===== src/rtl/volume_envelope.sv =====
// ADSR-style note gain envelope applied to a signed sample stream.
// Optional macro VOLUME_ENVELOPE_LEGATO_EN: retrigger mid-note reloads the beat count only.
module volume_envelope #(
    parameter int unsigned ATTACK_STEP   = 64,
    parameter int unsigned DECAY_STEP    = 32,
    parameter int unsigned SUSTAIN_LEVEL = 160,
    parameter int unsigned RELEASE_STEP  = 64
) (
    input  logic        clk,
    input  logic        reset,
    input  logic        new_note,
    input  logic [5:0]  duration,
    input  logic        beat,
    input  logic [15:0] sample_in,
    input  logic        sample_in_valid,
    output logic [15:0] sample_out,
    output logic        sample_out_valid,
    output logic [7:0]  gain
);

    typedef enum logic [2:0] {IDLE, ATTACK, DECAY, SUSTAIN, RELEASE} state_t;

    state_t      state_q, state_d;
    logic [7:0]  gain_q, gain_d;
    logic [5:0]  rem_q, rem_d;
    logic [15:0] sample_out_q;
    logic        sample_out_valid_q;

    logic [8:0]  atk_sum, dec_diff, rel_diff;
    logic [7:0]  gain_atk, gain_dec, gain_rel;

    // Bit 8 flags overflow (attack) or borrow (decay/release) so steps saturate.
    assign atk_sum  = {1'b0, gain_q} + 9'(ATTACK_STEP);
    assign dec_diff = {1'b0, gain_q} - 9'(DECAY_STEP);
    assign rel_diff = {1'b0, gain_q} - 9'(RELEASE_STEP);
    assign gain_atk = atk_sum[8] ? 8'hFF : atk_sum[7:0];
    assign gain_dec = (dec_diff[8] || (dec_diff[7:0] < 8'(SUSTAIN_LEVEL))) ? 8'(SUSTAIN_LEVEL)
                                                                            : dec_diff[7:0];
    assign gain_rel = rel_diff[8] ? '0 : rel_diff[7:0];

    always_comb begin
        state_d = state_q;
        gain_d  = gain_q;
        rem_d   = rem_q;
        if (new_note && (duration != '0)) begin
            rem_d = duration;
`ifdef VOLUME_ENVELOPE_LEGATO_EN
            if ((state_q == IDLE) || (state_q == RELEASE))
                state_d = ATTACK;
`else
            state_d = ATTACK;
`endif
        end else if (beat) begin
            unique case (state_q)
                ATTACK, DECAY, SUSTAIN: begin
                    if (rem_q == 6'd1) begin
                        state_d = RELEASE;
                        rem_d   = '0;
                    end else begin
                        rem_d = rem_q - 6'd1;
                        if (state_q == ATTACK) begin
                            gain_d = gain_atk;
                            if (gain_atk == 8'hFF)
                                state_d = DECAY;
                        end else if (state_q == DECAY) begin
                            gain_d = gain_dec;
                            if (gain_dec == 8'(SUSTAIN_LEVEL))
                                state_d = SUSTAIN;
                        end
                    end
                end
                RELEASE: begin
                    gain_d = gain_rel;
                    if (gain_rel == '0)
                        state_d = IDLE;
                end
                default: ;
            endcase
        end
    end

    always_ff @(posedge clk) begin
        if (reset) begin
            state_q <= IDLE;
            gain_q  <= '0;
            rem_q   <= '0;
        end else begin
            state_q <= state_d;
            gain_q  <= gain_d;
            rem_q   <= rem_d;
        end
    end

    // Signed sample times zero-extended gain; bits [23:8] give floor(sample*gain/256).
    logic signed [24:0] product;
    logic               unused_product_bits;

    assign product             = $signed(sample_in) * $signed({1'b0, gain_q});
    assign unused_product_bits = ^{product[24], product[7:0]};

    always_ff @(posedge clk) begin
        if (reset) begin
            sample_out_q       <= '0;
            sample_out_valid_q <= 1'b0;
        end else begin
            sample_out_valid_q <= sample_in_valid;
            if (sample_in_valid)
                sample_out_q <= product[23:8];
        end
    end

    assign sample_out       = sample_out_q;
    assign sample_out_valid = sample_out_valid_q;
    assign gain             = gain_q;

endmodule

===== config.mk =====
export PLATFORM = sky130hd
export DESIGN_NAME = volume_envelope
export DESIGN_NICKNAME = d
export VERILOG_FILES = /design/src/rtl/volume_envelope.sv
export SDC_FILE = /design/constraint.sdc
export NUM_CORES = 1
export LEC_CHECK = 0
export ABC_AREA = 0
export BUFFER_PORTS_ARGS = -buffer_cell sky130_fd_sc_hd__buf_4
export CAP_MARGIN = 20
export CORE_ASPECT_RATIO = 0.9
export CORE_MARGIN = 8
export CORE_UTILIZATION = 64
export CTS_BUF_LIST = sky130_fd_sc_hd__clkbuf_8
export DETAILED_ROUTE_END_ITERATION = 10
export GPL_TIMING_DRIVEN = 0
export PLACE_DENSITY = 0.85
export SYNTH_ARGS = -nofsm -noshare
export SYNTH_HDL_FRONTEND = slang
export SYNTH_SLANG_ARGS = --single-unit

===== constraint.sdc =====
create_clock -name clk -period 6.27 [get_ports clk]
set_clock_uncertainty 0.2 [all_clocks]
set_input_delay 1.254 -clock clk [delete_from_list [all_inputs] [get_ports clk]]
set_output_delay 1.254 -clock clk [all_outputs]
set_load 0.1 [all_outputs]

Word-level counts from Yosys, hierarchy flattened
Cells that the tools add are included.
- bits in registers: 34
- input bits: 27
- output and inout bits: 25
- word-level logic and storage cells: 64
- add/sub/neg operators: 4
- multiply operators: 1
- magnitude comparators: 1
- equality and inequality tests: 17
- mux-type cells: 20
- bitwise logic cells: 1
- reductions and logical operators: 14
- operators by type and width (cell ; number):
    $mux 8 ; 6
    $mul 16x9->24 ; 1
    $mux 6 ; 4
    $mux 3 ; 6
    $eq 8x8->1 const B ; 2
    $pmux 8 s2 ; 1
    $ne 5x5->1 const B ; 3
    $ne 4x4->1 const B ; 3
    $reduce_and 6->1 ; 2
    $add 8x7->9 const B ; 1
    $sub 8x6->9 const B ; 1
    $sub 8x7->9 const B ; 1
    $logic_not 8->1 ; 1
    $lt 8x8->1 const B ; 1
    $eq 3x2->1 const B ; 2
    $eq 6x1->1 const B ; 1
    $ne 3x3->1 const B ; 2
    $pmux 3 s2 ; 1
    $reduce_bool 2->1 ; 3
    $reduce_bool 6->1 ; 1
    $sub 6x1->6 const B ; 1
    $reduce_and 5->1 ; 1
    $ne 2x2->1 const B ; 2
    $eq 3x1->1 const B ; 1
    9 further kinds ; 10

Logic depth before layout (Yosys ltp)
- word-level depth: 12
- mapped depth: 19
- mapped depth without buffers: 17

Worst setup path after synthesis
No wires, ideal clock.
- path type: reg-to-reg
- from: register gain_q[3], in the netlist gain[3]
- to: register sample_out_q[8], in the netlist sample_out[8]
- library setup time: 91 ps
- arrival time: 5365 ps
- required time: 5979 ps
- slack: 614 ps
- cell stages (with the launch flop): 18
- path buffers: 2
- clock period less this slack: 5656 ps
- cell sequence: dfxtp_1 -> clkbuf_1 -> clkbuf_1 -> nand2_1 -> fa_1 -> inv_1 -> fa_1 -> fa_1 -> inv_1 -> fa_1 -> inv_1 -> ha_1 -> o21ai_1 -> nor3_1 -> a211o_1 -> a21oi_1 -> or3_1 -> a311oi_1
- longest elaborated chain between the ends: 1
- ends and longest elaborated chain (item ; line ; RTL):
    start, declared ; 24 ; logic [7:0] gain_q, gain_d;
    start signal, assigned ; 89 ; gain_q <= gain_d;
    $mul 16x9->24 ; 98 ; assign product = $signed(sample_in) * $signed({1'b0, gain_q});
    end signal, assigned ; 108 ; sample_out_q <= product[23:8];
    end, declared ; 26 ; logic [15:0] sample_out_q;
No other way between the ends.
A chain may end at the register's enable or synchronous reset.

Worst setup path after layout
- from: register gain_q[5], in the netlist gain[5]
- to: register sample_out_q[12], in the netlist sample_out[12]
The elaborated chain is that of the path after synthesis.

==> summary.md <==
| Metric | Value |
|---|---|
| Status | `completed` |
| Hold-fix buffers, CTS | `0` |
| Max Cap Viol | `0` |
| Slew headroom | `0.557` |
| Drt pass-1 iters | `5` |
| First-pass GRT wire length | `26,900 um` |
| Largest net degree at the start of global routing | `12` |
| DR WL met3 | `1300 um` |
| Clk root buf | `clkbuf_8` |
| Synth cell types | `63` |
| Worst path arrival time | `5970 ps` |
| Metal1 wirelength | `6290 um` |
| Critical path required time | `6240 ps` |
| WL/cell | `approximately 17 um` |
| Final Slew Violations | `0` |
| Highest Clock Rate | `0.167 GHz` |
| Number of enable flip-flop cells after synthesis | `0` |
| WHS | `roughly 280 ps` |
| Core Box Area | `~9500 um2` |
| Synth Register Bits | `34` |
| Synth area leaders | `fa_1 32%, dfxtp_1 11%, ha_1 9.4%` |
| Max layer used | `met4` |
| Worst skew pair latency | `290 ps` |
| Post-CTS setup buffer count | `0` |
| Endpoints failing hold | `0` |
| Area leader, netlist | `fa_1` |
| Asr flop ratio synth | `0` |
| Most frequent cells in the layout | `148 x inv_1, 99 x fa_1, 95 x nand2_1` |
| Synth Cell Area | `6120 um2` |
| Synth warn | `0` |
| Vias in the first global route | `5,780` |
| H-Tree Depth | `2` |
| Final Net Count | `966` |
| Post_cts resized | `0` |
| Die area | `around 13,000 um2` |
| Port buffer count | `49` |
| TritonCTS Sinks | `34` |
| Commonest non-fill, non-tap cell in the layout | `inv_1` |
| Total power | `683 uW` |
| Synth-to-Final Area Change | `10.4%` |
| Number of cells in the design after placement | `913` |
| Io pins | `52` |
| CTS Buffer Depth | `2` |
| Final worst slack | `~270 ps` |
| Via count | `5,367` |
| Total grt overflow | `0` |
| Cells after Synth | `738` |
| Mean post-synth cell area | `8.29 um2` |
| Synth top area share | `0.324` |
| Final period util | `0.956` |
| Peak supply drop | `between 0.1 and 0.15 mV` |
| DP Worst Slack | `331 ps` |
| Final ANT Viol Nets | `0` |
| DRC Markers | `0` |
| Setup_tns | `0 ps` |
| Total track usage | `0.255` |
| Worst Tran Pin Value | `roughly 660 ps` |
| Hpwl dp | `13,000 um` |
| RSZ-0062 raised after global routing | `no` |
| Pwr Density | `around 100 nW/um2` |
| LEAKAGE | `~0.0035 uW` |
| Clk slew on worst S/H paths | `70 ps` |
| WL met2 | `7780 um` |
| Ys flop type | `dfxtp_1` |
| Placer Congestion | `0.913` |
| Crit-path max FO | `10` |
| Antenna fix cells | `0` |
| Post-synthesis sequential area ratio | `0.111` |
| Die W | `119 um` |
| Synthesized Nets | `910` |
| CTS tree | `done` |
| CTS Buf Count | `5` |
| Row count | `34` |
| Worst setup EP type | `register` |
| Routed WL | `15,800 um` |
| Post-route minimum period | `6000 ps` |
| Non-filler instance count after layout | `between 900 and 1,000` |
| Height of the die | `109 um` |
| Drt via density | `around 6` |
| Initial core utilization | `0.645` |
| Fraction of layout cells with a size suffix above 1 | `0.0893` |
| Worst Setup Start Kind | `register` |
| Initial antenna violation count | `0` |
| CP Class | `reg2reg` |
| Setup Viol. Count Final | `0` |
| Drt initial violations | `422` |
| Hold Crit Class | `reg2reg` |
## where the power goes
group	leakage (uW)	total, uW	switching (uW)	internal, uW
Clock	0.0000579	202	84.7	117
Sequential	0.000277	236	9.12	227
Combinational	0.00313	245	165	80.5
## metal layers
layer	track usage	vias up
met4	0.0947	0
met5	0	-
met1	0.314	2619
met3	0.0440	41
met2	0.445	240
li1	-	2467
## final cells by class
type                    count  area [um2]
repair buffers             49         368
fillers                   765        2740
clock inverters             3        40.0
well taps                 126         158
inverters                 150         563
clock buffers               5        68.8
flip-flops and latches     34         681
multi-input cells         529        4770
plain buffers              25        98.8
## critical path, cell delays in order (launching register included)
cell and delay [ps]:
dfxtp_1 400, clkbuf_1 480, clkbuf_1 480, nand2_1 150, fa_1 560, inv_1 50
fa_1 500, fa_1 560, inv_1 60, fa_1 550, inv_1 60, ha_1 280
buf_2 170, a211oi_1 220, o21bai_1 120, a211oi_2 350, a31oi_1 220, a311oi_1 360
o21ai_1 110
## final timing paths
path / start / cells after the start / endpoint / slack, ps
setup reg to reg: gain[5] / 18 / sample_out[12] / 270
hold reg to reg: sample_out[12] / 2 / sample_out[12] / 280
setup / recovery: gain[5] / 18 / sample_out[12] / 270
hold / removal: sample_out[12] / 2 / sample_out[12] / 280
## metrics by stage
step                cell area (um2)   util
floorplan                      6120      -
global placement               6640  0.700
detailed placement             6640  0.700
CTS                            6750  0.712
global route                   6750  0.712
finish                         6750  0.712
## sequential cells by signal (all words and copies together), names as in the netlist
name	cells
sample_out_valid	1
sample_out	16
rem_q	6
gain	8
state_q	3
## synthesized netlist by cell type, drive strengths merged, types with 8 or more instances
| master | count |
|---|---|
| a211oi | 8 |
| a21oi | 29 |
| and2 | 59 |
| clkbuf | 20 |
| dfxtp | 34 |
| fa | 99 |
| ha | 46 |
| inv | 150 |
| nand2 | 97 |
| nand3 | 12 |
| nor2 | 35 |
| nor3 | 8 |
| o21ai | 22 |
| xnor2 | 10 |
## cell families after synthesis
kind of cell,after synthesis,share of synthesized area
compound gates,119,0.134
xor+xnor,12,0.0172
fa+ha+maj,145,0.418
buf+inv,175,0.108
flops,34,0.111
mux,3,0.00491
simple gates,250,0.207
Power figures use the tool's default switching activity.
